`config.mk`:
```
export PLATFORM = sky130hd
export DESIGN_NAME = d_cache_arbiter
export DESIGN_NICKNAME = d
export VERILOG_FILES = /design/src/rtl/rv32i_pkg.sv /design/src/rtl/d_cache_arb_rsp.sv /design/src/rtl/d_cache_arbiter.sv
export SDC_FILE = /design/constraint.sdc
export NUM_CORES = 1
export LEC_CHECK = 0
export ABC_CLOCK_PERIOD_IN_PS = 5000
export BUFFER_PORTS_ARGS = -buffer_cell sky130_fd_sc_hd__buf_2
export CORE_AREA = 10 10 109 111
export CTS_CLUSTER_SIZE = 16
export DETAILED_ROUTE_END_ITERATION = 7
export DIE_AREA = 0 0 119 121
export PLACE_DENSITY = 0.8
export SYNTH_ARGS = -nofsm -noshare
export SYNTH_HDL_FRONTEND = slang
export SYNTH_SLANG_ARGS = --single-unit
```
`constraint.sdc`:
```
create_clock -name clk -period 5 [get_ports clk]
set_clock_uncertainty 0.1 [all_clocks]
set_input_delay 1 -clock clk [delete_from_list [all_inputs] [get_ports clk]]
set_output_delay 1 -clock clk [all_outputs]
set_load 0.01 [all_outputs]
```
`src/rtl/rv32i_pkg.sv`:
```
// Shared RV32I types and constants: data-path width and data-cache arbiter enums.
// Pure declarations, no logic.
// No flow control.
package rv32i_pkg;

  localparam int XLEN           = 32;
  localparam int ArbStarveLimit = 4;

  typedef enum logic [1:0] {ARB_IDLE, ARB_CORE, ARB_EXT} arb_state_e;
  typedef enum logic [1:0] {OWN_NONE, OWN_CORE, OWN_EXT} arb_owner_e;

endpackage

```
`src/rtl/d_cache_arb_rsp.sv`:
```
// Response steering: remembers which requester issued last cycle's load and routes cache data to it.
// Latency: rvalid/rdata one cycle after the load grant.
// No backpressure; one response per cycle and requesters always accept it.
module d_cache_arb_rsp
  import rv32i_pkg::*;
#(
  parameter int DPW = XLEN
) (
  input  logic           clk,
  input  logic           rst_n,
  input  logic           core_rd,
  input  logic           ext_rd,
  input  logic [DPW-1:0] mem_rd_i,
  output logic           core_rvalid_o,
  output logic [DPW-1:0] core_rdata_o,
  output logic           ext_rvalid_o,
  output logic [DPW-1:0] ext_rdata_o
);

  arb_owner_e rsp_owner;

  always_ff @(posedge clk or negedge rst_n) begin
    if (!rst_n) begin
      rsp_owner <= OWN_NONE;
    end else if (core_rd) begin
      rsp_owner <= OWN_CORE;
    end else if (ext_rd) begin
      rsp_owner <= OWN_EXT;
    end else begin
      rsp_owner <= OWN_NONE;
    end
  end

  // Data is zeroed on the idle port so nothing stale leaks to the wrong requester.
  assign core_rvalid_o = (rsp_owner == OWN_CORE);
  assign ext_rvalid_o  = (rsp_owner == OWN_EXT);
  assign core_rdata_o  = core_rvalid_o ? mem_rd_i : '0;
  assign ext_rdata_o   = ext_rvalid_o  ? mem_rd_i : '0;

endmodule

```
`src/rtl/d_cache_arbiter.sv`:
```
// Shares the single-port data cache between CORE and EXT; CORE-first with an EXT starvation guard
// (round-robin when D_CACHE_ARB_RR_EN is defined). Latency: grant and cache drive same cycle, load data +1.
// Backpressure: a requester holds its request until its grant; core_stall_o flags an ungranted CORE request.
module d_cache_arbiter
  import rv32i_pkg::*;
#(
  parameter int DPW          = XLEN,
  parameter int STARVE_LIMIT = ArbStarveLimit,
  parameter int CNT_W        = 3
) (
  input  logic           clk,
  input  logic           rst_n,
  input  logic           core_req_i,
  input  logic           core_we_i,
  input  logic [DPW-1:0] core_addr_i,
  input  logic [DPW-1:0] core_wdata_i,
  output logic           core_gnt_o,
  output logic           core_rvalid_o,
  output logic [DPW-1:0] core_rdata_o,
  input  logic           ext_req_i,
  input  logic           ext_we_i,
  input  logic [DPW-1:0] ext_addr_i,
  input  logic [DPW-1:0] ext_wdata_i,
  output logic           ext_gnt_o,
  output logic           ext_rvalid_o,
  output logic [DPW-1:0] ext_rdata_o,
  output logic           mem_we_o,
  output logic [DPW-1:0] mem_addr_o,
  output logic [DPW-1:0] mem_wd_o,
  input  logic [DPW-1:0] mem_rd_i,
  output logic           core_stall_o
);

  logic           core_gnt;
  logic           ext_gnt;
  arb_state_e     state;
  logic [DPW-1:0] addr_q;
  logic [DPW-1:0] wd_q;

`ifdef D_CACHE_ARB_RR_EN
  arb_owner_e last_owner;

  always_comb begin
    core_gnt = 1'b0;
    ext_gnt  = 1'b0;
    if (rst_n) begin
      if (core_req_i && ext_req_i) begin
        core_gnt = (last_owner != OWN_CORE);
        ext_gnt  = (last_owner == OWN_CORE);
      end else begin
        core_gnt = core_req_i;
        ext_gnt  = ext_req_i;
      end
    end
  end

  always_ff @(posedge clk or negedge rst_n) begin
    if (!rst_n) begin
      last_owner <= OWN_EXT;
    end else if (core_gnt) begin
      last_owner <= OWN_CORE;
    end else if (ext_gnt) begin
      last_owner <= OWN_EXT;
    end
  end
`else
  logic [CNT_W-1:0] starve_cnt;
  logic             ext_forced;

  // Grants are gated by rst_n so nothing reaches the cache while reset is held.
  assign ext_forced = ext_req_i && (starve_cnt == CNT_W'(STARVE_LIMIT));

  always_comb begin
    core_gnt = rst_n && core_req_i && !ext_forced;
    ext_gnt  = rst_n && ext_req_i && !core_gnt;
  end

  always_ff @(posedge clk or negedge rst_n) begin
    if (!rst_n) begin
      starve_cnt <= '0;
    end else if (!ext_req_i || ext_gnt) begin
      starve_cnt <= '0;
    end else if (core_gnt && (starve_cnt != CNT_W'(STARVE_LIMIT))) begin
      starve_cnt <= starve_cnt + 1'b1;
    end
  end
`endif

  always_ff @(posedge clk or negedge rst_n) begin
    if (!rst_n) begin
      state  <= ARB_IDLE;
      addr_q <= '0;
      wd_q   <= '0;
    end else begin
      if (core_gnt) begin
        state <= ARB_CORE;
      end else if (ext_gnt) begin
        state <= ARB_EXT;
      end else begin
        state <= ARB_IDLE;
      end
      addr_q <= mem_addr_o;
      wd_q   <= mem_wd_o;
    end
  end

  // An idle previous cycle can never have a response in flight.
  always_ff @(posedge clk) begin
    if (rst_n && (state == ARB_IDLE)) begin
      assert (!core_rvalid_o && !ext_rvalid_o);
    end
  end

  always_comb begin
    mem_we_o   = 1'b0;
    mem_addr_o = addr_q;
    mem_wd_o   = wd_q;
    if (core_gnt) begin
      mem_we_o   = core_we_i;
      mem_addr_o = core_addr_i;
      mem_wd_o   = core_wdata_i;
    end else if (ext_gnt) begin
      mem_we_o   = ext_we_i;
      mem_addr_o = ext_addr_i;
      mem_wd_o   = ext_wdata_i;
    end
  end

  assign core_gnt_o   = core_gnt;
  assign ext_gnt_o    = ext_gnt;
  assign core_stall_o = core_req_i && !core_gnt;

  d_cache_arb_rsp #(.DPW(DPW)) u_rsp (
    .clk           (clk),
    .rst_n         (rst_n),
    .core_rd       (core_gnt && !core_we_i),
    .ext_rd        (ext_gnt && !ext_we_i),
    .mem_rd_i      (mem_rd_i),
    .core_rvalid_o (core_rvalid_o),
    .core_rdata_o  (core_rdata_o),
    .ext_rvalid_o  (ext_rvalid_o),
    .ext_rdata_o   (ext_rdata_o)
  );

endmodule

```
==> impl_metrics.py, run 1 <==
metrics = {
    "run_status": {
        "status": "complete, no violations",
    },
    "run": {
        "max-cap-violations": 0,
    },
    "global_routing": {
        "grtUsageTotal": 0.194,
        "grt_max_degree": 67,
        "grt_pass1_wl_um": 22000,
        "grt_pass1_vias": 3927,
        "antenna_found_initial": 2,
        "overflow": 0,
    },
    "floorplan": {
        "top_level_ports": 300,
        "die_h_um": 121,
        "core_um2": 9640,
        "fp.dieArea_um2": 14400,
        "die_w_um": 119,
        "start_util": 0.400,
        "rows": 36,
    },
    "clock_network": {
        "cts_tree": "done",
        "cts.sinks": 69,
        "cts_hold_buf": 0,
        "post_cts_buffers": 0,
        "cts_resized": 0,
        "htreeDepth": 3,
        "clock_tree.root_cell": "clkbuf_8",
        "clk_latency_ns": 0.34,
        "path_clk_slew_ns": 0.07,
        "cts_made_buffers": 9,
        "cts_buffer_depth": 2,
    },
    "power": {
        "powerDensity_nw_per_um2": 266,
        "leakage_uw": 0.00298,
        "ir_drop_mv": 0.184,
        "totalPowerFinal_uw": 1510,
    },
    "placed_design": {
        "gp_congestion": 0.864,
        "dpl.hpwl_um": 12300,
        "port_buffers": 299,
    },
    "drt": {
        "routed_wl_um": 14600,
        "ant_nets": 0,
        "avgViaCountPerCell": 4.71,
        "drc": 0,
        "wl_per_cell_um": 19.7,
        "vias": 3497,
        "dr.first_iter.drc_count": 118,
        "first_pass_iters": 4,
    },
    "synth": {
        "synth_seq_area_share": 0.448,
        "synth_commonest_cells": "mux2_2, dfrtp_1, and2_1, mux2_1, clkbuf_1",
        "synth_area_um2": 3850,
        "yosysWarnings": 0,
        "synth_top_family_by_area": "multiplexers",
        "synth.ff_latch_count": 69,
        "async_flop_share": 1.00,
        "syn_avg_cell_area_um2": 12.5,
        "synth_fp_nets": 476,
        "synth.most_common_cell": "mux2_2",
        "synth.distinct_cells": 22,
        "synthFlopType": "dfrtp_1",
        "yosysTopAreaCell": "dfrtp_1",
        "synth-compound-area-share": 0.00942,
        "synth_edf_count": 0,
        "synth_fa_ha_area_frac": 0.00650,
        "synth_top_area_frac": 0.448,
        "synth-xor-area-share": 0,
        "synthTopCellsByArea": "dfrtp_1, mux2_2, mux2_1, and2_1, buf_2",
        "synth-simple-area-share": 0.129,
        "muxShareOfSynthArea": 0.377,
        "synthCells": 308,
    },
    "worst_setup_path": {
        "critPathKind": "in -> out",
        "start_kind": "input pin",
        "end_kind": "primary output",
        "crit_chain": "buf_4 > nand2_1 > a31oi_4 > buf_12 > mux2_2 > buf_2",
        "r2r_slack_ns": 2.71,
        "cpPeakStageDelay_ns": 0.55,
        "critPathBufInv": 3,
        "cp_max_fo": 52,
        "reg2reg_from": "starve_cnt[0]",
        "critPathTopFamily": "buffers and inverters",
        "arrival_ns": 2.78,
        "worstPathRequired_ns": 3.90,
        "r2r_cells": 5,
        "r2r-end": "wd_q[7]",
        "critPathSlowestCell": "a31oi_4",
    },
    "sta": {
        "finalCritPeriodShare": 0.775,
        "setup_tns_ns": 0,
        "grt_setup_unrepaired": "no",
        "fmax_mhz": 258,
        "min_period_ns": 3.88,
        "slew_viol_final": 0,
        "worst_pin_slew_ns": 0.852,
        "maxSlewHeadroom": 0.432,
        "setup_violations": 0,
        "hold_viol": 0,
    },
    "final_layout": {
        "final_util": 0.587,
        "drive_gt1_frac": 0.673,
        "layout.nets": 771,
        "seqCellArea_um2": 1730,
        "fill_cells": 833,
        "multi_input_area_um2": 2020,
        "syn_to_final_growth_pct": 46.9,
    },
    "min_path": {
        "worstHoldPathType": "in -> async",
    },
}
## metrics by stage
stage               hold WS, ns  instances  setup WS [ns]  cell area (µm²)
detailed placement        0.476        725           1.11             5490
floorplan                 0.440        308           1.81             3850
global route              0.344        743           1.01             5660
global placement          0.460        725           1.18             5490
finish                    0.367        743           1.12             5660
CTS                       0.340        741           1.11             5660
## how the worst max path moves through the flow
| stage | startpoint | end | slack (ns) | cells after the start |
|---|---|---|---|---|
| 2_1_floorplan | ext_req_i | mem_wd_o[10] | 1.81 | 4 |
| 3_3_place_gp | rst_n | mem_wd_o[25] | 1.18 | 6 |
| 3_5_place_dp | rst_n | mem_wd_o[25] | 1.11 | 6 |
| 4_1_cts | rst_n | mem_wd_o[25] | 1.11 | 6 |
| 5_1_grt | rst_n | mem_wd_o[5] | 1.01 | 6 |
| 6_report | rst_n | mem_wd_o[7] | 1.12 | 6 |
## where the power goes
part           internal [µW]  switching [µW]
clock                    195             209
sequential               635            18.0
combinational            238             213
## area by class of cell
class,instances,share of cell area
multi-input cells,217,0.357
flip-flops and latches,69,0.305
repair buffers,304,0.276
well taps,133,0.0294
clock buffers,13,0.0263
clock inverters,3,0.00376
inverters,2,0.00133
diodes,2,0.000884
## worst reg2reg max path: stages (launching register included)
cell and delay, ns:
dfrtp_1 0.38, inv_1 0.07, ha_1 0.25, a31oi_4 0.57, buf_12 0.34, mux2_2 0.44
## state kept, by name, indices dropped and copies added, names as in the netlist
register	cells
wd_q	32
u_rsp.rsp_owner	2
addr_q	32
starve_cnt	3
## per-layer routing
layer / up-vias / global-route usage / wire, µm
met5: - / 0 / 0
met4: 0 / 0.0649 / 244
met3: 15 / 0.0847 / 1390
met2: 180 / 0.370 / 8050
met1: 1652 / 0.181 / 4930
li1: 1650 / - / -
## cells in the final DEF (no fill, tap or decap), drive strengths merged
master	n
a21boi	1
a31oi	1
and2	64
and3	1
buf	304
clkbuf	13
clkinv	2
clkinvlp	1
dfrtp	69
diode	2
ha	2
inv	2
mux2	129
nand2	4
nand2b	1
nand4	1
nor2	2
nor2b	5
nor3	2
nor3b	2
o21a	1
o31a	1
## logic make-up (layout without fill, tap and decap cells)
family,count (synthesis),in the layout
compound gates,4,4
fa+ha+maj,2,2
buf+inv,22,322
flops,69,69
mux,129,129
other cells,0,2
simple gates,82,82
(Power assumes the default switching activity.)
==> run 2: changes to the inputs <==
Settings changed: ABC_AREA set to 1, ABC_CLOCK_PERIOD_IN_PS 5000 to 3330, CORE_AREA 10 10 109 111 to unset, CORE_MARGIN set to 10, CORE_UTILIZATION set to 37, DIE_AREA 0 0 119 121 to unset, PLACE_DENSITY 0.8 to 0.78.
Clock period 5 ns to 3.33 ns, I/O delays scaled along.
==> impl_metrics.py, run 2 <==
metrics = {
    "power": {
        "ir_drop_mv": 0.261,
        "totalPowerFinal_uw": 2230,
        "powerDensity_nw_per_um2": 394,
        "leakage_uw": 0.00370,
    },
    "worst_setup_path": {
        "worstPathRequired_ns": 2.56,
        "cp_max_fo": 68,
        "r2r_slack_ns": 1.30,
        "critPathTopFamily": "buffers and inverters",
        "critPathKind": "reg -> out",
        "critPathSlowestCell": "buf_4",
        "arrival_ns": 2.24,
        "r2r_cells": 8,
        "start_kind": "flip-flop",
        "critPathBufInv": 3,
        "crit_chain": "inv_1 > ha_1 > nand3_2 > nand2_2 > buf_4 > nor2_1 > nor2_1 > buf_2",
        "cp.depth": 8,
        "cpPeakStageDelay_ns": 0.57,
        "crit_top_cell": "nor2_1",
        "end_kind": "primary output",
    },
    "global_routing": {
        "grt-busiest-layer": "met2",
        "grt_max_degree": 69,
        "grt_use_met2": 0.350,
        "groute.layer.met3.usage": 0.0796,
        "grt_pass1_wl_um": 23700,
        "antenna_found_initial": 2,
        "grtUsageTotal": 0.195,
        "grt_pass1_vias": 4629,
        "grt_use_met1": 0.196,
        "overflow": 0,
    },
    "run_status": {
        "status": "complete, no violations",
    },
    "final_layout": {
        "drive_gt1_frac": 0.358,
        "layout.nets": 1075,
        "largestRegisters": "addr_q x32, wd_q x32, starve_cnt x3",
        "syn_to_final_growth_pct": 41.6,
        "final_common_cell": "buf_2",
        "multi_input_area_um2": 1860,
        "seqCellArea_um2": 1730,
        "final_cell_mix": "buf_2, nand2_1, nor2_1",
        "final_cell_area_um2": 5680,
        "fill_cells": 1072,
    },
    "floorplan": {
        "die_h_um": 124,
        "top_level_ports": 300,
        "rows": 37,
        "start_util": 0.385,
        "die_w_um": 124,
        "fp.dieArea_um2": 15400,
        "core_um2": 10400,
    },
    "synth": {
        "synth_seq_area_share": 0.431,
        "yosysWarnings": 0,
        "synth_edf_count": 0,
        "synth.distinct_cells": 15,
        "async_flop_share": 1.00,
        "synth_top_area_frac": 0.431,
        "synth_commonest_cells": "nand2_1, nor2_1, dfrtp_1, inv_1, nand3_1",
        "synth.most_common_cell": "nand2_1",
        "synthCells": 627,
        "yosysTopAreaCell": "dfrtp_1",
        "synth_area_um2": 4010,
        "syn_avg_cell_area_um2": 6.39,
        "synthTopCellsByArea": "dfrtp_1, nand2_1, nor2_1, nand3_1, inv_1",
        "synth_fp_nets": 795,
        "synthFlopType": "dfrtp_1",
        "synth.ff_latch_count": 69,
    },
    "drt": {
        "vias": 4684,
        "ant_nets": 0,
        "first_pass_iters": 7,
        "routed_wl_um": 16000,
        "avgViaCountPerCell": 4.47,
        "drc": 0,
        "wl_per_cell_um": 15.3,
        "dr.first_iter.drc_count": 181,
    },
    "clock_network": {
        "cts_tree": "done",
        "clk_latency_ns": 0.34,
        "cts_hold_buf": 0,
        "htreeDepth": 3,
        "cts.sinks": 69,
        "cts_buffer_depth": 2,
        "cts_resized": 0,
        "cts_made_buffers": 9,
        "post_cts_buffers": 0,
        "clock_tree.root_cell": "clkbuf_8",
        "path_clk_slew_ns": 0.07,
    },
    "sta": {
        "min_period_ns": 3.01,
        "setup_tns_ns": 0,
        "finalCritPeriodShare": 0.904,
        "fmax_mhz": 332,
        "slew_viol_final": 0,
        "grt_setup_unrepaired": "no",
        "hold_viol": 0,
        "fin_ws_ns": 0.320,
        "setup_violations": 0,
        "worst_pin_slew_ns": 1.02,
        "maxSlewHeadroom": 0.317,
    },
    "run": {
        "max-cap-violations": 0,
    },
    "placed_design": {
        "post-place-ws_ns": 0.516,
        "port_buffers": 299,
        "gp_congestion": 0.889,
        "dpl.hpwl_um": 12500,
        "place_area_um2": 5510,
    },
    "min_path": {
        "worstHoldPathType": "in -> async",
    },
}
## run 2: worst reg2reg max path, stage by stage (launching register included)
cell,delay (ns)
dfrtp_1,0.39
inv_1,0.09
ha_1,0.18
nand3_2,0.11
nand2_2,0.09
buf_4,0.57
nand2_1,0.21
nand2_1,0.14
nor2_1,0.05
## run 2: worst paths after layout
path,from,end
setup reg to reg,starve_cnt[0],starve_cnt[2]
max in group asynchronous,rst_n,wd_q[22]
min in group clk,ext_we_i,u_rsp.rsp_owner[1]
hold reg to reg,wd_q[1],wd_q[1]
hold / removal,rst_n,addr_q[7]
setup / recovery,starve_cnt[0],mem_addr_o[22]
## run 2: through the flow
step                       util  hold WS (ns)  instances
after global placement    0.529         0.436       1032
after detailed placement  0.529         0.440       1032
after CTS                 0.545         0.344       1046
final                     0.545         0.346       1047
after floorplan               -         0.270        627
after global routing      0.545         0.366       1047
## run 2: area by class of cell
type	count	share of cell area
diodes	1	0.000441
clock inverters	2	0.00176
inverters	45	0.0298
clock buffers	12	0.0273
multi-input cells	474	0.328
repair buffers	308	0.278
flip-flops and latches	69	0.304
well taps	136	0.0300
## run 2: logic make-up after synthesis
kind of cell / count (synthesis) / synth area share
AOI/OAI and AO/OA: 3 / 0.00375
adders and majority gates: 2 / 0.00624
buffers and inverters: 84 / 0.105
DFF: 69 / 0.431
and+or+nand+nor: 469 / 0.454
## run 2: routing by layer
metal | part of all wire | vias up
li1 | - | 2417
met3 | 0.12 | 18
met4 | 0.022 | 0
met5 | 0 | -
met1 | 0.36 | 2041
met2 | 0.50 | 208
## run 2: report_power, final
part	internal [µW]	switching, µW
Combinational	264	398
Clock	301	301
Sequential	943	27.7
Total	1510	727
